`src/rtl/mips_multicycle_ctrl.sv`:
```
// Multicycle MIPS control unit.
// A Moore sequencer walks each instruction through fetch, decode, execute,
// memory and writeback states and drives the enables and selects of a
// shared-memory datapath. Control outputs are registered: each clock edge
// loads the decode of the state being entered. The exceptions are ir_write
// and the fetch half of pc_write, which follow mem_ready during FETCH, and
// pc_en, which also folds in the ALU zero flag for branches.
module mips_multicycle_ctrl #(
    parameter int MUL_LATENCY   = 4,    // multiplier cycles for mul, 1..16
    parameter bit MEM_HANDSHAKE = 1'b1  // 0: mem_ready is ignored and taken as 1
) (
    input  logic       clk,
    input  logic       rst_n,
    input  logic [5:0] op_code,
    input  logic [5:0] funct,
    input  logic       zero,
    input  logic       mem_ready,
    output logic       mem_req,
    output logic       iord,
    output logic       mem_write,
    output logic       ir_write,
    output logic       pc_en,
    output logic [1:0] pc_src,
    output logic       alu_src_a,
    output logic [1:0] alu_src_b,
    output logic [2:0] alu_control,
    output logic       reg_dst,
    output logic       mem_to_reg,
    output logic       reg_write,
    output logic       illegal_op,
    output logic [3:0] state
);

    localparam logic [5:0] OP_RTYPE = 6'b000000;
    localparam logic [5:0] OP_LW    = 6'b100011;
    localparam logic [5:0] OP_SW    = 6'b101011;
    localparam logic [5:0] OP_ADDI  = 6'b001000;
    localparam logic [5:0] OP_BEQ   = 6'b000100;
    localparam logic [5:0] OP_J     = 6'b000010;

    localparam logic [5:0] FN_ADD = 6'b100000;
    localparam logic [5:0] FN_SUB = 6'b100010;
    localparam logic [5:0] FN_SLT = 6'b101010;
    localparam logic [5:0] FN_MUL = 6'b011100;
    localparam logic [5:0] FN_AND = 6'b100100;
    localparam logic [5:0] FN_OR  = 6'b100101;

    localparam logic [2:0] ALU_AND = 3'b000;
    localparam logic [2:0] ALU_OR  = 3'b001;
    localparam logic [2:0] ALU_ADD = 3'b010;
    localparam logic [2:0] ALU_SUB = 3'b100;
    localparam logic [2:0] ALU_MUL = 3'b101;
    localparam logic [2:0] ALU_SLT = 3'b110;

    // MULWAIT runs MUL_LATENCY-1 cycles: the counter starts at MUL_LATENCY-2
    // and the exit happens in the cycle it reads zero.
    localparam logic [3:0] MUL_CNT_INIT = (MUL_LATENCY > 1) ? 4'(MUL_LATENCY - 2) : 4'd0;

    // FETCH must encode as 0 so the debug state port reads 0 during reset.
    typedef enum logic [3:0] {
        S_FETCH   = 4'd0,
        S_DECODE  = 4'd1,
        S_MEMADR  = 4'd2,
        S_MEMRD   = 4'd3,
        S_MEMWB   = 4'd4,
        S_MEMWR   = 4'd5,
        S_EXECUTE = 4'd6,
        S_MULWAIT = 4'd7,
        S_ALUWB   = 4'd8,
        S_BEQ     = 4'd9,
        S_ADDIEX  = 4'd10,
        S_ADDIWB  = 4'd11,
        S_JUMP    = 4'd12,
        S_ILLEGAL = 4'd13
    } state_t;

    // Registered (Moore) part of the control word. pc_write here only covers
    // JUMP; the fetch-time PC update is added combinationally.
    typedef struct packed {
        logic       mem_req;
        logic       iord;
        logic       mem_write;
        logic       pc_write;
        logic       branch;
        logic [1:0] pc_src;
        logic       alu_src_a;
        logic [1:0] alu_src_b;
        logic [2:0] alu_control;
        logic       reg_dst;
        logic       mem_to_reg;
        logic       reg_write;
        logic       illegal_op;
    } ctrl_t;

    state_t     state_reg;
    state_t     state_next;
    logic       run_reg;
    logic [3:0] mul_cnt_reg;
    ctrl_t      ctrl_reg;
    ctrl_t      ctrl_next;
    logic       mem_ready_eff;
    logic       funct_legal;
    logic [2:0] funct_alu;
    logic       fetch_ack;

    assign mem_ready_eff = MEM_HANDSHAKE ? mem_ready : 1'b1;

    // Control word for a state; outputs not named here stay 0.
    function automatic ctrl_t ctrl_decode(input state_t s, input logic [2:0] exec_alu);
        ctrl_t c;
        c             = '0;
        c.alu_control = ALU_ADD;
        case (s)
            S_FETCH: begin
                c.mem_req   = 1'b1;
                c.alu_src_b = 2'b01;
            end
            S_DECODE: c.alu_src_b = 2'b11;
            S_MEMADR: begin
                c.alu_src_a = 1'b1;
                c.alu_src_b = 2'b10;
            end
            S_MEMRD: begin
                c.mem_req = 1'b1;
                c.iord    = 1'b1;
            end
            S_MEMWB: begin
                c.reg_write  = 1'b1;
                c.mem_to_reg = 1'b1;
            end
            S_MEMWR: begin
                c.mem_req   = 1'b1;
                c.iord      = 1'b1;
                c.mem_write = 1'b1;
            end
            S_EXECUTE: begin
                c.alu_src_a   = 1'b1;
                c.alu_control = exec_alu;
            end
            S_MULWAIT: begin
                c.alu_src_a   = 1'b1;
                c.alu_control = ALU_MUL;
            end
            S_ALUWB: begin
                c.reg_write = 1'b1;
                c.reg_dst   = 1'b1;
            end
            S_BEQ: begin
                c.alu_src_a   = 1'b1;
                c.alu_control = ALU_SUB;
                c.branch      = 1'b1;
                c.pc_src      = 2'b01;
            end
            S_ADDIEX: begin
                c.alu_src_a = 1'b1;
                c.alu_src_b = 2'b10;
            end
            S_ADDIWB: c.reg_write = 1'b1;
            S_JUMP: begin
                c.pc_write = 1'b1;
                c.pc_src   = 2'b10;
            end
            S_ILLEGAL: c.illegal_op = 1'b1;
            default: ;
        endcase
        return c;
    endfunction

    // R-type function field: legality and the ALU operation it selects.
    always_comb begin
        funct_legal = 1'b1;
        funct_alu   = ALU_ADD;
        case (funct)
            FN_ADD:  funct_alu = ALU_ADD;
            FN_SUB:  funct_alu = ALU_SUB;
            FN_SLT:  funct_alu = ALU_SLT;
            FN_MUL:  funct_alu = ALU_MUL;
            FN_AND:  funct_alu = ALU_AND;
            FN_OR:   funct_alu = ALU_OR;
            default: funct_legal = 1'b0;
        endcase
    end

    // Next-state logic. FETCH holds for one cycle after reset release so the
    // request is visible before any handshake is accepted.
    always_comb begin
        state_next = state_reg;
        case (state_reg)
            S_FETCH:   if (run_reg && mem_ready_eff) state_next = S_DECODE;
            S_DECODE: begin
                case (op_code)
                    OP_LW, OP_SW: state_next = S_MEMADR;
                    OP_RTYPE:     state_next = funct_legal ? S_EXECUTE : S_ILLEGAL;
                    OP_BEQ:       state_next = S_BEQ;
                    OP_ADDI:      state_next = S_ADDIEX;
                    OP_J:         state_next = S_JUMP;
                    default:      state_next = S_ILLEGAL;
                endcase
            end
            S_MEMADR:  state_next = (op_code == OP_LW) ? S_MEMRD : S_MEMWR;
            S_MEMRD:   if (mem_ready_eff) state_next = S_MEMWB;
            S_MEMWB:   state_next = S_FETCH;
            S_MEMWR:   if (mem_ready_eff) state_next = S_FETCH;
            S_EXECUTE: state_next = (funct == FN_MUL && MUL_LATENCY > 1) ? S_MULWAIT : S_ALUWB;
            S_MULWAIT: if (mul_cnt_reg == 4'd0) state_next = S_ALUWB;
            S_ALUWB:   state_next = S_FETCH;
            S_BEQ:     state_next = S_FETCH;
            S_ADDIEX:  state_next = S_ADDIWB;
            S_ADDIWB:  state_next = S_FETCH;
            S_JUMP:    state_next = S_FETCH;
            S_ILLEGAL: state_next = S_FETCH;
            default:   state_next = S_FETCH;
        endcase
    end

    // Control word of the state about to be entered, so outputs are registered.
    always_comb begin
        ctrl_next = ctrl_decode(state_next, funct_alu);
    end

    // State, multiply wait counter and registered control outputs.
    always_ff @(posedge clk or negedge rst_n) begin
        if (!rst_n) begin
            state_reg   <= S_FETCH;
            run_reg     <= 1'b0;
            mul_cnt_reg <= 4'd0;
            ctrl_reg    <= '0;
        end else begin
            state_reg <= state_next;
            run_reg   <= 1'b1;
            ctrl_reg  <= ctrl_next;
            if (state_reg == S_EXECUTE && state_next == S_MULWAIT) begin
                mul_cnt_reg <= MUL_CNT_INIT;
            end else if (state_reg == S_MULWAIT && mul_cnt_reg != 4'd0) begin
                mul_cnt_reg <= mul_cnt_reg - 4'd1;
            end
        end
    end

    // Instruction accepted from memory: load IR and advance PC by 4.
    assign fetch_ack = (state_reg == S_FETCH) && run_reg && mem_ready_eff;

    assign mem_req     = ctrl_reg.mem_req;
    assign iord        = ctrl_reg.iord;
    assign mem_write   = ctrl_reg.mem_write;
    assign ir_write    = fetch_ack;
    assign pc_en       = fetch_ack | ctrl_reg.pc_write | (ctrl_reg.branch & zero);
    assign pc_src      = ctrl_reg.pc_src;
    assign alu_src_a   = ctrl_reg.alu_src_a;
    assign alu_src_b   = ctrl_reg.alu_src_b;
    assign alu_control = ctrl_reg.alu_control;
    assign reg_dst     = ctrl_reg.reg_dst;
    assign mem_to_reg  = ctrl_reg.mem_to_reg;
    assign reg_write   = ctrl_reg.reg_write;
    assign illegal_op  = ctrl_reg.illegal_op;
    assign state       = state_reg;

endmodule
```
`config.mk`:
```
export PLATFORM = sky130hd
export DESIGN_NAME = mips_multicycle_ctrl
export DESIGN_NICKNAME = d
export VERILOG_FILES = /design/src/rtl/mips_multicycle_ctrl.sv
export SDC_FILE = /design/constraint.sdc
export NUM_CORES = 1
export LEC_CHECK = 0
export ABC_AREA = 1
export CORE_UTILIZATION = 26
export DETAILED_ROUTE_END_ITERATION = 12
export PLACE_DENSITY = 0.59
export RECOVER_POWER = 25
export SLEW_MARGIN = 20
export SYNTH_ARGS = -nofsm -noshare
export SYNTH_HDL_FRONTEND = slang
export SYNTH_SLANG_ARGS = --single-unit
```
`constraint.sdc`:
```
create_clock -name clk -period 2.54 [get_ports clk]
set_input_delay 0.508 -clock clk [delete_from_list [all_inputs] [get_ports clk]]
set_output_delay 0.508 -clock clk [all_outputs]
set_load 0.02 [all_outputs]
```
==> results of run 1 <==
## metal layers
layer,GRT usage,vias to the layer above,part of all wire
met5,0,-,0
li1,-,683,-
met1,0.1412,588,0.50
met2,0.1819,31,0.46
met4,0.03818,0,0.013
met3,0.01149,4,0.032
## power by group through the flow
| stage | clock network, mW | logic [mW] | registers, mW |
|---|---|---|---|
| after floorplan | 0 | 0.394 | 0.604 |
| after global placement | 0 | 0.709 | 0.541 |
| after detailed placement | 0 | 0.704 | 0.541 |
| after CTS | 0.235 | 0.705 | 0.533 |
| after global routing | 0.252 | 0.766 | 0.542 |
| final | 0.230 | 0.701 | 0.530 |
## final cells by class
class / count / share of cell area
tap: 72 / 0.04517
timing repair buffer: 37 / 0.1826
sequential: 25 / 0.3137
multi-input combinational: 132 / 0.3701
clock buffer: 4 / 0.02258
inverter: 35 / 0.06587
## worst max-delay path by stage
stage / from / endpoint / slack (ns) / cells past startpoint
after floorplan: mul_cnt_reg[0] / alu_control[1] / 0.81 / 13
after global placement: mem_ready / pc_en / 0.19 / 4
after detailed placement: mem_ready / pc_en / 0.14 / 4
after CTS: mem_ready / pc_en / 0.12 / 4
after global routing: state[1] / pc_en / 0.03 / 4
final: mem_ready / pc_en / 0.14 / 4
## worst max-delay path, delay by kind of cell
family        cells  cell delay (ns)
buf+inv           2             1.10
simple gates      2             0.28
## kinds of logic (layout without fill, tap and decap cells)
logic type	after synthesis	count (layout)
buf+inv	42	76
fa+ha+maj	1	1
xor+xnor	1	1
compound gates	14	14
other cells	1	1
simple gates	115	115
flops	25	25
## metrics by stage
stage | hold slack (ns) | power, mW | setup slack [ns] | instances
6_report | 0.4957 | 1.461 | 0.1398 | 305
2_1_floorplan | 0.2124 | 0.9978 | 0.8112 | 199
5_1_grt | 0.5494 | 1.561 | 0.02954 | 305
3_5_place_dp | 0.4863 | 1.245 | 0.1385 | 301
4_1_cts | 0.5007 | 1.474 | 0.1220 | 305
3_3_place_gp | 0.4874 | 1.249 | 0.1860 | 301
## layout by cell type (no fill, tap or decap)
master	n
nor3_1	4
nand3b_4	1
ha_1	1
nand3_2	1
o221ai_1	1
a21oi_1	2
o21ai_2	1
nor2_4	3
xnor2_1	1
a21oi_2	1
nand3_1	20
a21oi_4	2
clkbuf_8	3
nor2_2	13
o21ai_0	4
o21bai_1	1
a31oi_1	1
conb_1	1
nand2_2	7
clkdlybuf4s50_1	35
inv_2	5
and3_1	2
dlygate4sd3_1	1
clkbuf_1	2
nand2_1	33
nor3_2	2
inv_1	30
nor2_1	23
nand4_1	2
nand2_4	3
o21ai_1	1
nand3b_1	1
dfrtp_1	25
==> flow_summary.toml, run 1 <==
[worst_setup_path]
required_ns = 2.03
reg2regPathDepth = 13
critPathSlowestCell = "clkdlybuf4s50_1"
crit_chain = "clkdlybuf4s50_1, nand3_1, nand2_1, clkdlybuf4s50_1"
regToRegSetupSlack_ns = 0.59
critPathKind = "in -> out"
end_kind = "output pin"
crit_arrival_ns = 1.89
path_max_fanout = 5
regToRegEndpoint = "alu_control[1]"
r2r-start = "mul_cnt_reg[0]"
crit_path_max_incr_delay_ns = 0.60
cp-start-kind = "input port"
cpMostUsedCell = "clkdlybuf4s50_1"

[clock_tree]
clk_pin_slew_ns = 0.08
root_buffer = "clkbuf_8"
cts-htree-levels = 1
postCtsSetupRepairBufs = 0
cts.sinks = 25
cts.repair.resized = 0
cts_tree = "built"
clk_latency_ns = 0.27
cts_buffers = 3
clk_path_buf_depth = 2
holdBufCountCts = 0

[synthesis]
ys_ff_latch = 25
yosysSeqAreaShare = 0.4042
synthCells = 199
synth-compound-area-share = 0.06952
netlist.area_leader.share = 0.4042
yosys.cell_types.count = 30
synthTopCellsByCount = "nand2_1 (33), inv_1 (30), dfrtp_1 (25), nor2_1 (23), nand3_1 (20)"
synth_simple_gate_area_frac = 0.3913
async_flop_share = 1.000
synth_edf_count = 0
syn_nets = 216
synth_top_family_by_area = "simple AND/OR/NAND/NOR gates"
synth_ff_type = "dfrtp_1"
synth_xor_area_frac = 0.005659
synth.area.mux_share = 0
synth_area_leaders = "dfrtp_1 (40%), nand2_1 (8.0%), inv_1 (7.3%), nand3_1 (6.5%), nor2_1 (5.6%)"
yosysTopAreaCell = "dfrtp_1"
synthAdderAreaFrac = 0.008084
syn_area_um2 = 1548
yosys_warnings = 0
synth.most_common_cell = "nand2_1"
synth.avg_cell_area_um2 = 7.778

[floorplanning]
io_pins = 37
rows = 27
die_w_um = 79.16
core_area_um2 = 5608
die-area_um2 = 6266
die_h_um = 79.16
initial_utilization = 0.2760

[power]
powerDensity_nw_per_um2 = 732.7
ir_drop_uv = 319.4
p_leak_nw = 1.060
p_seq_frac = 0.363
clkPwrFrac = 0.157
swShare = 0.3950
p_comb_frac = 0.480
p_sw_uw = 577.2
p_int_uw = 884.0

[route]
avgRoutedWirePerCell_um = 9.938
vias = 1306
drcViolationCount = 0
wirelength_mm = 3.031
drtIter0Drc = 55
first_pass_iters = 4
ant_nets = 0
vias_per_cell = 4.282

[timing]
skew_ns = 0.005783
fin_setup_tns_ns = 0
rsz0062_at_grt = "false"
setup_viol = 0
hold_viol = 0
drv_slew = 0
fin_crit_ns = 2.400
slew_headroom = 0.1562
worst_pin_slew_ns = 1.266
fin_crit_sh = 0.9450
max_freq_mhz = 416.6

[grt]
grt_antenna_before_repair = 0
grt-ovfl-total = 0
first_global_vias = 1242
track_usage = 0.1076
grt_first_pass_wirelength_mm = 5.347
grt_max_degree = 26

[hold_path]
hold_depth = 1
hold_path_class = "reg -> reg"
worstHoldStart = "mul_cnt_reg[0]"
hold_end = "mul_cnt_reg[0]"

[finish]
register_area_um2 = 625.6
area_delta_synth_final_pct = 28.86
fill_cells = 584
final_util = 0.3556
design_area_um2 = 1994
drive_gt1_frac = 0.1803
antennaDiodeCount = 0
multi_input_area_um2 = 738.2
nets = 251

[job]
drv_cap = 0

[placement]
port_buffers = 36
hpwlAfterDp_mm = 2.555
place.gp.congestion = 0.7778
placed_cell_area_um2 = 1953

[outcome]
outcome = "completed"
Note: power is estimated with default switching activity, not from simulation.
==> run 2: changes to the inputs <==
--- a/config.mk
+++ b/config.mk
@@ -8,6 +8,7 @@
 export ABC_AREA = 1
 export CORE_UTILIZATION = 26
 export DETAILED_ROUTE_END_ITERATION = 12
+export GPL_ROUTABILITY_DRIVEN = 0
 export PLACE_DENSITY = 0.59
 export RECOVER_POWER = 25
 export SLEW_MARGIN = 20
==> results of run 2 <==
Final layout, timing and power as in run 1 (identical DEF).
